<file path="config.mk">
export PLATFORM = sky130hd
export DESIGN_NAME = latch_write_arbiter
export DESIGN_NICKNAME = d
export VERILOG_FILES = /design/src/rtl/latch_write_arbiter.sv
export SDC_FILE = /design/constraint.sdc
export NUM_CORES = 1
export LEC_CHECK = 0
export CAP_MARGIN = 20
export CORE_MARGIN = 2
export CORE_UTILIZATION = 24
export CTS_CLUSTER_SIZE = 30
export DETAILED_ROUTE_END_ITERATION = 10
export HOLD_SLACK_MARGIN = 0.05
export PLACE_DENSITY = 0.59
export SLEW_MARGIN = 40
export SYNTH_ARGS = -nofsm -noshare
export SYNTH_HDL_FRONTEND = slang
export SYNTH_SLANG_ARGS = --single-unit
</file>
<file path="constraint.sdc">
create_clock -name clk -period 2 [get_ports clk]
set_clock_uncertainty 0.2 [all_clocks]
set_input_delay 0.3 -clock clk [delete_from_list [all_inputs] [get_ports clk]]
set_output_delay 0.3 -clock clk [all_outputs]
set_load 0.02 [all_outputs]
</file>
<file path="src/rtl/latch_write_arbiter.sv">
// Round-robin write arbiter and enable sequencer for a shared D latch bank.
// Each write walks SETUP -> OPEN -> HOLD so latch_data is stable before
// latch_en rises and after it falls. A clear request pulses latch_rst_n low
// for one cycle. Every output is driven straight from a flop.
module latch_write_arbiter #(
    parameter int NUM_REQ     = 4,
    parameter int DATA_W      = 8,
    parameter int OPEN_CYCLES = 1
) (
    input  logic                      clk,
    input  logic                      reset,
    input  logic [NUM_REQ-1:0]        req,
    input  logic [NUM_REQ*DATA_W-1:0] req_data,
    input  logic                      clr_req,
    output logic [NUM_REQ-1:0]        gnt,
    output logic [NUM_REQ-1:0]        done,
    output logic                      clr_ack,
    output logic                      busy,
    output logic [DATA_W-1:0]         latch_data,
    output logic                      latch_en,
    output logic                      latch_rst_n
);

    localparam int IDX_W = $clog2(NUM_REQ);
    localparam int CNT_W = (OPEN_CYCLES > 1) ? $clog2(OPEN_CYCLES) : 1;

    localparam logic [2:0] IDLE  = 3'd0;
    localparam logic [2:0] SETUP = 3'd1;
    localparam logic [2:0] OPEN  = 3'd2;
    localparam logic [2:0] HOLD  = 3'd3;
    localparam logic [2:0] CLEAR = 3'd4;

    logic [2:0]        state;
    logic [IDX_W-1:0]  last_winner;
    logic [IDX_W-1:0]  arb_idx;
    logic [IDX_W-1:0]  cand;
    logic [CNT_W-1:0]  open_cnt;
    logic [DATA_W-1:0] win_data;

    // Rotating-priority search: first set req bit above last_winner, wrapping.
    // Scanning from the farthest candidate down lets the nearest one win.
    always_comb begin
        // NOTE: every combinational output gets a default first, so no path
        // leaves it unassigned and no latch is inferred.
        arb_idx = '0;
        cand    = '0;
        for (int k = NUM_REQ; k >= 1; k--) begin
            cand = IDX_W'((int'(last_winner) + k) % NUM_REQ);
            if (req[cand]) begin
                arb_idx = cand;
            end
        end
    end

    // Select the arbitration winner's data word.
    always_comb begin
        win_data = '0;
        for (int i = 0; i < NUM_REQ; i++) begin
            if (arb_idx == IDX_W'(i)) begin
                win_data = req_data[i*DATA_W +: DATA_W];
            end
        end
    end

    // Phase sequencer: state, grant, latch pins and priority pointer.
    always_ff @(posedge clk) begin
        // NOTE: sequential state uses non-blocking assignments only, so every
        // flop samples values from before this edge, whatever the statement order.
        if (reset) begin
            state       <= IDLE;
            last_winner <= IDX_W'(NUM_REQ - 1);
            open_cnt    <= '0;
            gnt         <= '0;
            done        <= '0;
            clr_ack     <= 1'b0;
            busy        <= 1'b0;
            latch_data  <= '0;
            latch_en    <= 1'b0;
            latch_rst_n <= 1'b0;
        end else begin
            // Pulses default low, and the bank reset is released.
            done        <= '0;
            clr_ack     <= 1'b0;
            latch_rst_n <= 1'b1;
            case (state)
                IDLE: begin
                    if (clr_req) begin
                        state       <= CLEAR;
                        busy        <= 1'b1;
                        clr_ack     <= 1'b1;
                        latch_rst_n <= 1'b0;
                        latch_data  <= '0;
                    end else if (|req) begin
                        state      <= SETUP;
                        busy       <= 1'b1;
                        gnt        <= NUM_REQ'(1) << arb_idx;
                        latch_data <= win_data;
                    end
                end
                SETUP: begin
                    state    <= OPEN;
                    latch_en <= 1'b1;
                    open_cnt <= '0;
                end
                OPEN: begin
                    if (open_cnt == CNT_W'(OPEN_CYCLES - 1)) begin
                        state    <= HOLD;
                        latch_en <= 1'b0;
                        done     <= gnt;
                    end else begin
                        open_cnt <= open_cnt + 1'b1;
                    end
                end
                HOLD: begin
                    state <= IDLE;
                    busy  <= 1'b0;
                    gnt   <= '0;
                    for (int i = 0; i < NUM_REQ; i++) begin
                        if (gnt[i]) begin
                            last_winner <= IDX_W'(i);
                        end
                    end
                end
                CLEAR: begin
                    state <= IDLE;
                    busy  <= 1'b0;
                end
                default: begin
                    state    <= IDLE;
                    busy     <= 1'b0;
                    gnt      <= '0;
                    latch_en <= 1'b0;
                end
            endcase
        end
    end

endmodule

</file>
==> results of run 1 <==
## cells in the mapped netlist (2+ instances only)
library cell,number
inv_1,13
clkbuf_1,3
nor2_1,6
o21a_1,3
a2bb2oi_1,8
nor2b_1,2
nand3_1,2
nand2b_1,4
or2_2,2
nor3_1,3
o22ai_1,8
and3_1,5
o32ai_1,7
buf_4,2
dfxtp_1,25
a21oi_1,13
a221o_1,2
nand2_1,8
o21ai_0,2
a31oi_1,2
## state kept, by name (all words and copies together) (netlist names)
name	count
latch_rst_n	1
gnt	4
state	3
last_winner	2
clr_ack	1
latch_en	1
busy	1
latch_data	8
done	4
## routing by layer
layer | GRT usage | vias up | share of wire
met5 | 0 | - | 0
li1 | - | 700 | -
met3 | 0.0419 | 2 | 0.082
met4 | 0.0321 | 0 | 0.0036
met1 | 0.175 | 592 | 0.46
met2 | 0.218 | 46 | 0.45
## power by group
part	internal (mW)	switching (mW)	total, mW
registers	0.532	0.0280	0.560
clock network	0.143	0.158	0.301
logic	0.223	0.183	0.405
## worst max-delay path, stage by stage
cell,delay (ps)
clkdlybuf4s50_1,550
and3b_1,310
a31oi_4,60
buf_4,170
a21bo_2,180
a21bo_1,190
a31oi_1,150
## layout by cell type (no fill, tap or decap), types with 2 or more instances in the layout
cell / Yosys / final
or2_2: 2 / 2
o32ai_1: 7 / 7
buf_4: 2 / 20
a2bb2oi_1: 8 / 8
nand2b_1: 4 / 3
a21oi_1: 13 / 13
and3_1: 5 / 5
a221o_1: 2 / 2
dfxtp_1: 25 / 24
o21ai_0: 2 / 2
clkdlybuf4s50_1: 0 / 57
nand2_1: 8 / 8
clkbuf_8: 0 / 3
nor3_1: 3 / 3
nor2_1: 6 / 6
o21a_1: 3 / 3
nand3_1: 2 / 2
o22ai_1: 8 / 8
a31oi_1: 2 / 2
inv_1: 13 / 13
nor2b_1: 2 / 2
## path summary, 6_finish.rpt
path | from | to | slack [ps] | cells after the start
hold / removal | busy$_SDFFE_PP0P_ | busy$_SDFFE_PP0P_ | 260 | 2
setup reg to reg | state[2]$_SDFFE_PP0P_ | latch_data[0]$_SDFFE_PP0P_ | 170 | 5
setup / recovery | req[0] | latch_data[0]$_SDFFE_PP0P_ | 90 | 7
hold reg to reg | busy$_SDFFE_PP0P_ | busy$_SDFFE_PP0P_ | 260 | 2
## what timing repair did
action                     in CTS  in global routing
setup endpoints to repair       3                 10
hold buffers                    0                  0
pin swaps                       0                  1
hold endpoints to repair        0                  0
resized for setup               1                  3
## logic make-up (layout without fill, tap and decap cells)
logic type,after synthesis,in the layout,share of synthesized area
AO/OA/AOI/OAI,60,60,0.356
AND/OR/NAND/NOR,40,40,0.180
flip-flops,25,25,0.384
buffers and inverters,19,95,0.0662
XOR/XNOR,1,1,0.00671
multiplexers,1,1,0.00767
## through the flow
step / util / setup TNS [ps] / instance area [um^2] / hold WS, ps / power (mW)
2_1_floorplan: - / 0 / 1310 / 192 / 0.757
3_3_place_gp: 0.403 / -2750 / 2090 / 260 / 0.978
3_5_place_dp: 0.403 / -3110 / 2090 / 257 / 0.977
4_1_cts: 0.412 / 0 / 2130 / 269 / 1.28
5_1_grt: 0.414 / 0 / 2140 / 298 / 1.34
6_report: 0.414 / 0 / 2140 / 264 / 1.27
## cell type report
type                    instances  area share
repair buffers                 78       0.342
multi-input cells             102       0.339
flip-flops and latches         25       0.234
well taps                      70      0.0409
inverters                      13      0.0228
clock buffers                   4      0.0210
==> results by group, run 1 <==
Status
  – Status: completed

Route
  – Vias/cell: 4.59
  – TritonRoute pass-1 iters: 4
  – Vias: 1340
  – DRT iter0 DRCs: 54
  – Remaining antenna violation count: 0
  – DRC viols: 0
  – Drt wl/cell: 13.2 um
  – Post-Route WL: 3860 um

Power
  – Worst vdd ir: 239 uV
  – Pwr dens: 591 nW/um^2
  – Leakage power: 0.865 nW

Timing
  – Final worst setup slack: 92.3 ps
  – Period minus WS final: 1910 ps
  – Final Hold Viols: 0
  – Slew @ Worst Pin: 413 ps
  – Fin crit share: 0.954
  – Final Max Tran Viols: 0
  – Unrepaired setup endpoints after global routing: false
  – Relative slew margins: 0.723
  – Endpoints failing setup: 0
  – Max Freq: 524 MHz

Die
  – CORE AREA: 5170 um^2
  – Cell Rows: 26
  – Initial Util: 0.252
  – # IOs: 59
  – Die area: 6040 um^2
  – Die X: 77.7 um
  – DIE HEIGHT: 77.7 um

Layout
  – Antenna diodes: 0
  – Final non-filler cell total: 292
  – Layout cells sized above 1: 0.167
  – Fill cells: 523
  – Fin nets: 262
  – Syn-to-layout area delta: 64.1%
  – Reg area: 502 um^2
  – Area of the multi-input gates: 726 um^2

Setup path
  – WP data required: 2000 ps
  – Setup CP Type: in2reg
  – Critical Path AT: 1910 ps
  – Startpoint Class: input port
  – CP Capture Type: register
  – Crit Path Max Fanout: 5

Synthesis
  – Mapped Cells: 146
  – Yosys top cell area share: 0.384
  – Synth async-reset ratio: 0
  – Distinct cells, synth: 46
  – Synthesized cell area: 1310 um^2
  – Ys flop type: dfxtp_1
  – Syn Nets: 185
  – Area leader, netlist: dfxtp_1
  – EDFF count, synth: 0
  – Share of the yosys chip area belonging to registers: 0.384
  – Ys Warns: 0
  – Syn Area/Cell: 8.94 um^2
  – Synth area leaders: dfxtp_1 (38%), a2bb2oi_1 (5.4%), a21oi_1 (5.0%)
  – Synth Register Bits: 25

Placement
  – Post-DP HPWL: 2970 um
  – Placed Cells: 288
  – IO buf count: 58
  – RD Place Congestion: 0.759
  – Setup Slack @ Placement: -321 ps

Global routing
  – All-layer global routing usage: 0.135
  – Largest net degree at the start of global routing: 18
  – First-pass GRT wire length: 6590 um
  – Initial antenna violation count: 0
  – Vias in the first global route: 1416
  – GRT overflow: 0

Clock tree
  – CTS max path bufs: 2
  – CTS sink cnt: 25
  – CTS tree: done
  – Number of H-tree levels: 1
  – Post-CTS setup buffers: 0
  – CTS clock-pin slew for the worst setup and hold paths: 90 ps
  – Total CTS buffers: 3
  – Clk_lat worst skew: 270 ps
  – Root Driver: clkbuf_8

Hold path
  – Hold Crit Class: reg2reg

Run
  – Max-Cap Viols: 0
Power figures use the tool's default switching activity.
==> run 2, diff against run 1 <==
Settings changed: CTS_CLUSTER_DIAMETER from default to 60, PLACE_DENSITY 0.59 to default.
==> run 2 against run 1 <==
Setup slack better by 16 ps. Power is 0.37% higher. Clock power is 2% higher. Sequential power hardly changed. Critical path type unchanged. Fmax is 0.84% higher. Highest routed layer unchanged. Wire length is 2.4% lower. Largest power group unchanged. Clock-buffer cell count is 1 lower. First-iteration DRC count is 22% lower. Critical path depth is 1 higher. Combinational power hardly changed. Cell count is 0.34% higher.
==> results by group, run 2 (synthesized netlist as in run 1, its figures left out) <==
Status
  – Status: completed (unchanged)

Layout
  – Number of flip-flops in the largest register: 8 (unchanged)
  – Syn-to-layout area delta: 65.3% (was 64.1%)
  – Most common cell after layout, fill and taps aside: clkdlybuf4s50_1 (unchanged)
  – Layout cells sized above 1: 0.179 (was 0.167)
  – Final non-filler cell total: 293 (was 292)
  – Antenna diodes: 0 (unchanged)
  – Fill cells: 513 (was 523)
  – Largest register by flop count: latch_data (unchanged)
  – Reg area: 502 um^2 (unchanged)
  – Area of the multi-input gates: 727 um^2 (was 726 um^2)
  – Most frequent cells in the layout: clkdlybuf4s50_1 (56), dfxtp_1 (24), buf_4 (21), inv_1 (13), a21oi_1 (13) (was clkdlybuf4s50_1 (57), dfxtp_1 (24), buf_4 (20), inv_1 (13), a21oi_1 (13))
  – Fin nets: 263 (was 262)
  – Biggest regs: latch_data: 8 flops, done: 4 flops, gnt: 4 flops (unchanged)

Clock tree
  – CTS max path bufs: 2 (unchanged)
  – Root Driver: clkbuf_8 (unchanged)
  – Post-CTS setup buffers: 0 (unchanged)
  – CTS clock-pin slew for the worst setup and hold paths: 90 ps (about the same)
  – Post-cts hold buffer count: 0 (unchanged)
  – Total CTS buffers: 3 (unchanged)
  – Number of H-tree levels: 1 (unchanged)
  – Clk_lat worst skew: 270 ps (about the same)
  – CTS sink cnt: 25 (unchanged)
  – CTS tree: done (unchanged)

Die
  – # IOs: 59 (unchanged)
  – Initial Util: 0.252 (unchanged)
  – CORE AREA: 5170 um^2 (unchanged)
  – Die area: 6040 um^2 (unchanged)
  – Cell Rows: 26 (unchanged)
  – DIE HEIGHT: 77.7 um (unchanged)
  – Die X: 77.7 um (unchanged)

Global routing
  – GR met3 Demand/Resource: 0.0500 (was 0.0419)
  – Met1 GRT Util: 0.170 (was 0.175)
  – GRT overflow: 0 (unchanged)
  – Initial antenna violation count: 0 (unchanged)
  – All-layer global routing usage: 0.131 (was 0.135)
  – Met2 Use GR: 0.210 (was 0.218)
  – Grt peak-use layer: met2 (unchanged)
  – Vias in the first global route: 1414 (was 1416)
  – Largest net degree at the start of global routing: 18 (unchanged)
  – First-pass GRT wire length: 6470 um (was 6590 um)

Setup path
  – Startpoint Class: input port (unchanged)
  – Setup CP Type: in2reg (unchanged)
  – Crit Path Max Fanout: 5 (unchanged)
  – CP Capture Type: register (unchanged)
  – Critical Path AT: 1890 ps (was 1910 ps)
  – WP data required: 2000 ps (about the same)

Timing
  – Fin crit share: 0.946 (was 0.954)
  – Unrepaired setup endpoints after global routing: false (unchanged)
  – Max Freq: 529 MHz (was 524 MHz)
  – Period minus WS final: 1890 ps (was 1910 ps)
  – Relative slew margins: 0.717 (was 0.723)
  – WHS: 270 ps (was 264 ps)
  – Endpoints failing setup: 0 (unchanged)
  – Final Hold Viols: 0 (unchanged)
  – Final Max Tran Viols: 0 (unchanged)
  – Slew @ Worst Pin: 421 ps (was 413 ps)

Placement
  – IO buf count: 58 (unchanged)
  – Post-DP HPWL: 2890 um (was 2970 um)
  – Placed Cells: 289 (was 288)
  – RD Place Congestion: 0.749 (was 0.759)

Route
  – DRT iter0 DRCs: 42 (was 54)
  – Remaining antenna violation count: 0 (unchanged)
  – TritonRoute pass-1 iters: 4 (unchanged)
  – Vias: 1397 (was 1340)
  – DRC viols: 0 (unchanged)
  – Drt wl/cell: 12.8 um (was 13.2 um)
  – Post-Route WL: 3760 um (was 3860 um)
  – Vias/cell: 4.77 (was 4.59)

Hold path
  – Hold Crit Class: reg2reg (unchanged)

Power
  – Leakage power: 0.877 nW (was 0.865 nW)
  – Pwr dens: 589 nW/um^2 (was 591 nW/um^2)
  – Worst vdd ir: 355 uV (was 239 uV)

Run
  – Max-Cap Viols: 0 (unchanged)
-- run 2: cell types whose count changed in the layout (fill, tap and decap cells not counted), sizes merged --
cell,change
dlymetal6s2s,+1
clkdlybuf4s50,-1
buf,+1
clkinvlp,+1
clkbuf,-1
-- run 2: metal layers --
layer,vias up,part of all wire
met5,-,0
met4,0,0.0035
met3,2,0.085
met2,58,0.46
met1,637,0.45
li1,700,-
-- run 2: worst paths after layout --
kind | startpoint | endpoint | slack [ps] | cells past startpoint
worst max-delay path | req[2] | latch_data[0]$_SDFFE_PP0P_ | 110 | 8
worst min-delay path | busy$_SDFFE_PP0P_ | busy$_SDFFE_PP0P_ | 270 | 2
worst max register to register | state[2]$_SDFFE_PP0P_ | latch_data[0]$_SDFFE_PP0P_ | 190 | 5
worst min register to register | busy$_SDFFE_PP0P_ | busy$_SDFFE_PP0P_ | 270 | 2
-- run 2: area by class of cell --
| class | count | area share |
|---|---|---|
| Multi-Input combinational cell | 102 | 0.337 |
| Inverter | 13 | 0.0226 |
| Timing Repair Buffer | 79 | 0.345 |
| Clock inverter | 1 | 0.00348 |
| Clock buffer | 3 | 0.0191 |
| Tap cell | 70 | 0.0406 |
| Sequential cell | 25 | 0.233 |
-- run 2: stage by stage --
stage / setup TNS (ps) / cell area (um^2) / power, mW / setup WS, ps / util
after floorplan: 0 / 1310 / 0.757 / 320 / -
after global placement: -2570 / 2090 / 0.977 / -254 / 0.405
after detailed placement: -2890 / 2090 / 0.977 / -297 / 0.405
after CTS: 0 / 2140 / 1.29 / 18.0 / 0.415
after global routing: 0 / 2160 / 1.35 / 0.183 / 0.417
final: 0 / 2160 / 1.27 / 108 / 0.417
-- run 2: worst max-delay path, stage by stage --
cell	delay, ps
clkdlybuf4s50_1	430
buf_4	160
nor2_2	170
a31oi_1	110
buf_4	180
a21bo_2	200
a21bo_1	190
a31oi_1	160
-- run 2: repair_timing --
item,in CTS,in global routing
endpoints found under the setup margin,3,9
pin swaps,0,1
resized for setup,1,5
endpoints found under the hold margin,0,0
-- run 2: power breakdown --
group | switching, mW | internal [mW] | total [mW] | leakage, nW
Clock | 0.165 | 0.141 | 0.306 | 0.0217
Sequential | 0.0295 | 0.532 | 0.561 | 0.204
Combinational | 0.180 | 0.224 | 0.403 | 0.652
Total | 0.374 | 0.897 | 1.27 | 0.877
